===== src/rtl/uart_arb_pkg.sv =====
// Shared FSM states and width helpers for the UART TX arbiter.
// Pure types and functions; no timing or flow-control behaviour of its own.
package uart_arb_pkg;

   typedef enum logic [1:0] {
      IDLE      = 2'd0,
      START     = 2'd1,
      WAIT_BUSY = 2'd2,
      WAIT_DONE = 2'd3
   } arb_state_e;

   function automatic int id_w(input int n);
      return (n > 1) ? $clog2(n) : 1;
   endfunction

   function automatic int rr_index(input int base, input int off, input int n);
      return (base + off) % n;
   endfunction

endpackage


===== src/rtl/uart_arb_picker.sv =====
// Combinational winner select from (req, last); zero latency, no backpressure.
// UART_ARB_FIXED_PRIO_EN selects lowest-index-wins instead of round-robin.
module uart_arb_picker
   import uart_arb_pkg::*;
#(
   parameter int NUM_REQ = 4,
   parameter int ID_W    = 2
) (
   input  logic [NUM_REQ-1:0] req,
   input  logic [ID_W-1:0]    last,
   output logic [ID_W-1:0]    winner,
   output logic               valid
);

`ifdef UART_ARB_FIXED_PRIO_EN
   logic unused_last;
   assign unused_last = ^last;

   // Walk downwards so the lowest set index is the final assignment.
   always_comb begin
      winner = '0;
      valid  = 1'b0;
      for (int j = NUM_REQ - 1; j >= 0; j--) begin
         if (req[j]) begin
            valid  = 1'b1;
            winner = ID_W'(j);
         end
      end
   end
`else
   // Search starts one past the last winner and wraps, so last itself is checked last.
   always_comb begin
      winner = '0;
      valid  = 1'b0;
      for (int i = 1; i <= NUM_REQ; i++) begin
         for (int j = 0; j < NUM_REQ; j++) begin
            if (!valid && req[j] && (j == rr_index(int'(last), i, NUM_REQ))) begin
               valid  = 1'b1;
               winner = ID_W'(j);
            end
         end
      end
   end
`endif

endmodule


===== src/rtl/uart_tx_arbiter.sv =====
// Shares one UART TX core among NUM_REQ byte sources; grant/tx_start one cycle after the IDLE sample.
// Holds off while tx_busy is high; UART_ARB_FIXED_PRIO_EN switches the picker to fixed priority.
module uart_tx_arbiter
   import uart_arb_pkg::*;
#(
   parameter int NUM_REQ = 4,
   parameter int DATA_W  = 8,
   parameter int TIMEOUT = 100000
) (
   input  logic                        clk,
   input  logic                        rst_n,
   input  logic [NUM_REQ-1:0]          req,
   input  logic [NUM_REQ*DATA_W-1:0]   req_data,
   output logic [NUM_REQ-1:0]          grant,
   output logic                        tx_start,
   output logic [DATA_W-1:0]           tx_data,
   input  logic                        tx_busy,
   output logic [$clog2(NUM_REQ)-1:0]  active_id,
   output logic                        err_timeout
);

   localparam int ID_W  = $clog2(NUM_REQ);
   localparam int CNT_W = $clog2(TIMEOUT + 1);
   localparam logic [CNT_W-1:0] CNT_LAST = CNT_W'(TIMEOUT - 1);
   localparam logic [CNT_W-1:0] CNT_MAX  = {CNT_W{1'b1}};
   localparam logic [ID_W-1:0]  LAST_RST = ID_W'(NUM_REQ - 1);

   arb_state_e          state_q, state_d;
   logic [ID_W-1:0]     last_q, last_d;
   logic [ID_W-1:0]     active_id_q, active_id_d;
   logic [DATA_W-1:0]   tx_data_q, tx_data_d;
   logic [NUM_REQ-1:0]  grant_q, grant_d;
   logic                tx_start_q, tx_start_d;
   logic                err_timeout_q, err_timeout_d;
   logic [CNT_W-1:0]    cnt_q, cnt_d;

   logic [ID_W-1:0]     pick_id;
   logic                pick_vld;
   logic [DATA_W-1:0]   win_byte;

   uart_arb_picker #(
      .NUM_REQ (NUM_REQ),
      .ID_W    (ID_W)
   ) u_picker (
      .req     (req),
      .last    (last_q),
      .winner  (pick_id),
      .valid   (pick_vld)
   );

   always_comb begin
      win_byte = '0;
      for (int i = 0; i < NUM_REQ; i++) begin
         if (pick_id == ID_W'(i)) begin
            win_byte = req_data[i*DATA_W +: DATA_W];
         end
      end
   end

   always_comb begin
      state_d       = state_q;
      last_d        = last_q;
      active_id_d   = active_id_q;
      tx_data_d     = tx_data_q;
      grant_d       = '0;
      tx_start_d    = 1'b0;
      err_timeout_d = 1'b0;
      cnt_d         = cnt_q;

      case (state_q)
         IDLE: begin
            // A busy core in IDLE is someone else's frame; wait it out.
            if (pick_vld && !tx_busy) begin
               state_d          = START;
               last_d           = pick_id;
               active_id_d      = pick_id;
               tx_data_d        = win_byte;
               grant_d[pick_id] = 1'b1;
               tx_start_d       = 1'b1;
            end
         end
         START: begin
            state_d = WAIT_BUSY;
            cnt_d   = '0;
         end
         WAIT_BUSY: begin
            if (tx_busy) begin
               state_d = WAIT_DONE;
            end else if (cnt_q == CNT_LAST) begin
               // Byte is dropped, not retried: the requester already saw its grant.
               state_d       = IDLE;
               err_timeout_d = 1'b1;
            end else if (cnt_q != CNT_MAX) begin
               cnt_d = cnt_q + 1'b1;
            end
         end
         WAIT_DONE: begin
            if (!tx_busy) begin
               state_d = IDLE;
            end
         end
         default: begin
            state_d = IDLE;
         end
      endcase
   end

   always_ff @(posedge clk or negedge rst_n) begin
      if (!rst_n) begin
         state_q       <= IDLE;
         last_q        <= LAST_RST;
         active_id_q   <= '0;
         tx_data_q     <= '0;
         grant_q       <= '0;
         tx_start_q    <= 1'b0;
         err_timeout_q <= 1'b0;
         cnt_q         <= '0;
      end else begin
         state_q       <= state_d;
         last_q        <= last_d;
         active_id_q   <= active_id_d;
         tx_data_q     <= tx_data_d;
         grant_q       <= grant_d;
         tx_start_q    <= tx_start_d;
         err_timeout_q <= err_timeout_d;
         cnt_q         <= cnt_d;
      end
   end

   assign grant       = grant_q;
   assign tx_start    = tx_start_q;
   assign tx_data     = tx_data_q;
   assign active_id   = active_id_q;
   assign err_timeout = err_timeout_q;

endmodule


===== config.mk =====
export PLATFORM = sky130hd
export DESIGN_NAME = uart_tx_arbiter
export DESIGN_NICKNAME = d
export VERILOG_FILES = /design/src/rtl/uart_arb_pkg.sv /design/src/rtl/uart_arb_picker.sv /design/src/rtl/uart_tx_arbiter.sv
export SDC_FILE = /design/constraint.sdc
export NUM_CORES = 1
export LEC_CHECK = 0
export BUFFER_PORTS_ARGS = -buffer_cell sky130_fd_sc_hd__buf_4
export CAP_MARGIN = 20
export CORE_MARGIN = 5
export CORE_UTILIZATION = 52
export DETAILED_ROUTE_END_ITERATION = 10
export HOLD_SLACK_MARGIN = 0.08
export PLACE_DENSITY = 0.88
export SLEW_MARGIN = 30
export SYNTH_ARGS = -nofsm -noshare
export SYNTH_HDL_FRONTEND = slang
export SYNTH_SLANG_ARGS = --single-unit

===== constraint.sdc =====
create_clock -name clk -period 3.7 [get_ports clk]
set_clock_uncertainty 0.15 [all_clocks]
set_input_delay 0 -clock clk [delete_from_list [all_inputs] [get_ports clk]]
set_output_delay 0 -clock clk [all_outputs]
set_load 0.005 [all_outputs]

==> results.txt <==
The flow ran to the end, and the final reports show no timing, DRC or antenna violations. The critical path depth is 6. The number of DRC markers in iteration 0 is 227. The final count of pins violating max slew came to 0. The number of standard-cell rows in the floorplan came out at 22.

For this design, the sink count on the clock tree is 37. The average wire per cell in the routed design came out at 17.0 um. The initial standard-cell utilization of the core came out at 54.6%. The maximum clock rate is 335 MHz. The number of buffers and inverters on the critical path is 1.

The capturing element type of the critical path is a flop. The top cell type by area accounts for 42.8% of the synthesized area. The sum of negative setup slack came out at 0 ns. The final clock period utilization by the worst path came out at 80.8%. The largest individual stage delay along the critical path comes from the cell sky130_fd_sc_hd__nand3_1.

The area of the core region is 3740 um2. The mean instance size in the synthesized netlist is 9.47 um2. The startpoint class of the critical path is a flop. In this design, the largest share of critical-path delay is due to compound AO/OA/AOI/OAI gates. The number of iterations in the first detailed-routing pass is 5.

The most frequent cell after synthesis is sky130_fd_sc_hd__dfrtp_1. For the worst setup path, the data required time is 3.73 ns. The die width is 72.7 um. Detailed routing placed a total of 552 um of wire on met3.

The synthesis-to-finish area growth is 36.0%. In this run the remaining antenna-violating nets after routing total 0. Detailed placement finished with a half-perimeter wire length of 3.74 mm. The hold buffer count at CTS came out at 20. The total count of hold-check failures in the final report is 0.

In this run, distinct cell masters in the synthesized netlist total 47. The utilization after layout came out at 74.3%. The fraction of synthesis flops using an asynchronous set or reset pin came out at 100%.

55 I/O pins were placed. Summed over all instances, the cell type with the most area after synthesis is sky130_fd_sc_hd__dfrtp_1. Setup repair after global routing left no endpoint under its margin. The tool flagged a number of max-cap violations equal to 0. The number of buffers inserted to repair setup after CTS is 0.

The number of H-tree levels is 2. The critical path is of the reg2reg type. Clock-pin slew was measured on the worst setup and hold paths at 0.08 ns. The die height is 72.7 um.

The area of the mapped netlist came out at 2040 um2. In this run, synthesis inferred 0 flip-flops with an integrated enable. The number of instances in the synthesized netlist is 216. In this design, the stage delay of the slowest critical-path cell is 0.60 ns. The total congestion overflow is 0. For this run, the number of Yosys warnings is 0.

For this design the ratio of total power to cell area is 580 nW/um2. The number of global-route vias before repair was 2078. The antenna diode count is 0. The share of post-route cells with drive strength above 1 came out at 24.9%.

Routability-driven placement finished with a final weighted congestion of 0.862. For the pin with the worst max-slew slack, the measured transition is 0.754 ns. The number of nets at the end of the flow came out at 325.

Counting the buffers created by CTS gives 5. The number of synthesized register bits came out at 37. The total routing usage reported by global routing is 23.7%. The post-route minimum period came out at 2.99 ns. The first global-routing pass estimated 9.76 mm of wire. After synthesis, the most frequently instantiated cells are sky130_fd_sc_hd__dfrtp_1, sky130_fd_sc_hd__o21ai_0, sky130_fd_sc_hd__nor2_1. The worst-skew pair later-pin latency is 0.30 ns. During placement, the flow inserted port buffers numbering 54. The pin count of the biggest net entering global routing came out at 36. In the routed design, unresolved DRC markers number 0. The sequential fraction of the synthesis area is 45.4%. The number of gates resized after cts came out at 0. The path depth of the worst reg2reg path came out at 6. The initial antenna violation count came out at 0. In the detailed route, the total length drawn on met2 is 2.74 mm. The highest layer touched by signal routing is met4.

The die area is 5290 um2. The worst hold path stage count is 3. The path class of the tightest hold or removal check is in2reg. The routed metal-1 wire length came out at 2.18 mm. The number of setup violations in the final report came out at 0.

The cell sitting at the root of the clock tree is a sky130_fd_sc_hd__clkbuf_8. For this run, the leading register cell type out of synthesis is sky130_fd_sc_hd__dfrtp_1. The total via count after detailed routing came out at 2047. Headroom to the max-slew limit came out at 49.5%. TritonCTS built the clock tree.

The data arrival time of the critical path came out at 3.02 ns. The largest fanout on the critical path came out at 20. Summed over all cells, the static leakage comes to 1.22 nW. The signal on the critical path passes through nor2b_1, o21ai_0, nand3_1, a32oi_1, o31ai_1, dlygate4sd3_1. The total nets after synthesis came out at 257. Sorting the synthesized cells by area gives the leading types as sky130_fd_sc_hd__dfrtp_1, sky130_fd_sc_hd__o21ai_0, sky130_fd_sc_hd__o31ai_1, sky130_fd_sc_hd__nor2_1, sky130_fd_sc_hd__a2bb2oi_1. The post-detailed-routing wire length is 5.66 mm. The worst-case vdd ir drop came out at 0.323 mV. In the routed layout, each cell is associated on average with a via count of 6.15. The clock passes through at most 2 buffers.
==> power breakdown <==
group	internal [mW]	switching (mW)	leakage, nW
clock network	0.219	0.152	0.0574
logic	0.322	0.325	0.680
registers	0.503	0.0910	0.487
==> registers in the layout, summed over array words and instances, names as in the netlist <==
signal and count:
cnt_q 17, err_timeout 1, tx_start 1, last_q 2, tx_data 8, grant 4
state_q 2, active_id 2
==> stage by stage <==
step | hold WS (ns) | instances | setup slack (ns) | cell area [um2] | power, mW
3_5_place_dp | -0.164 | 305 | 0.905 | 2450 | 1.14
2_1_floorplan | -0.446 | 216 | 1.06 | 2040 | 0.944
6_report | 0.128 | 333 | 0.712 | 2780 | 1.61
5_1_grt | 0.154 | 333 | 0.539 | 2780 | 1.71
4_1_cts | 0.136 | 333 | 0.831 | 2780 | 1.59
3_3_place_gp | -0.169 | 305 | 1.01 | 2450 | 1.13
==> final timing paths <==
kind                                   start      endpoint  slack [ns]
max in group asynchronous              rst_n      cnt_q[5]        2.60
worst min-delay path                  req[1]      grant[1]        0.13
min in group asynchronous              rst_n     last_q[1]        0.60
worst min register to register  active_id[1]  active_id[1]        0.34
worst max-delay path               last_q[0]    tx_data[2]        0.71
worst max register to register     last_q[0]    tx_data[2]        0.71
==> cell type report <==
class | count | area [um2]
well taps | 48 | 60.1
multi-input cells | 159 | 1030
clock inverters | 2 | 37.5
clock buffers | 6 | 82.6
flip-flops and latches | 37 | 928
fillers | 261 | 962
repair buffers | 74 | 616
inverters | 7 | 26.3
==> placed cells by master, fill, tap and decap left out, types with 3 or more instances in the layout <==
cell / n
sky130_fd_sc_hd__nor3_1: 11
sky130_fd_sc_hd__xnor2_1: 3
sky130_fd_sc_hd__o31ai_1: 11
sky130_fd_sc_hd__nand3_1: 11
sky130_fd_sc_hd__inv_1: 7
sky130_fd_sc_hd__dlygate4sd3_1: 19
sky130_fd_sc_hd__dfrtp_1: 35
sky130_fd_sc_hd__nor2b_1: 5
sky130_fd_sc_hd__a2bb2oi_1: 7
sky130_fd_sc_hd__o21ai_0: 19
sky130_fd_sc_hd__nand4_1: 4
sky130_fd_sc_hd__a32oi_1: 7
sky130_fd_sc_hd__a21oi_1: 7
sky130_fd_sc_hd__nor2_1: 17
sky130_fd_sc_hd__clkbuf_8: 6
sky130_fd_sc_hd__nand2b_1: 3
sky130_fd_sc_hd__buf_4: 54
sky130_fd_sc_hd__nand2_1: 8
sky130_fd_sc_hd__or3_1: 6
sky130_fd_sc_hd__o211ai_1: 3
==> logic make-up after synthesis <==
group	Yosys count	share of synthesized area, %
buffers and inverters	20	4.41
flip-flops	37	45.4
XOR/XNOR	3	1.29
AND/OR/NAND/NOR	86	24.5
AO/OA/AOI/OAI	68	23.2
adder cells (fa/ha/maj)	2	1.22
==> per-layer routing <==
| metal | vias to the layer above | track usage [%] |
|---|---|---|
| li1 | 952 | - |
| met1 | 964 | 26.7 |
| met2 | 106 | 40.6 |
| met3 | 25 | 8.26 |
| met4 | 0 | 9.63 |
| met5 | - | 0 |
==> worst min-delay path, stage by stage <==
cell and delay (ns):
sky130_fd_sc_hd__buf_4 0.14, sky130_fd_sc_hd__nor2b_1 0.21, sky130_fd_sc_hd__and2_1 0.19
No activity file was read; power rests on OpenSTA's default activity.
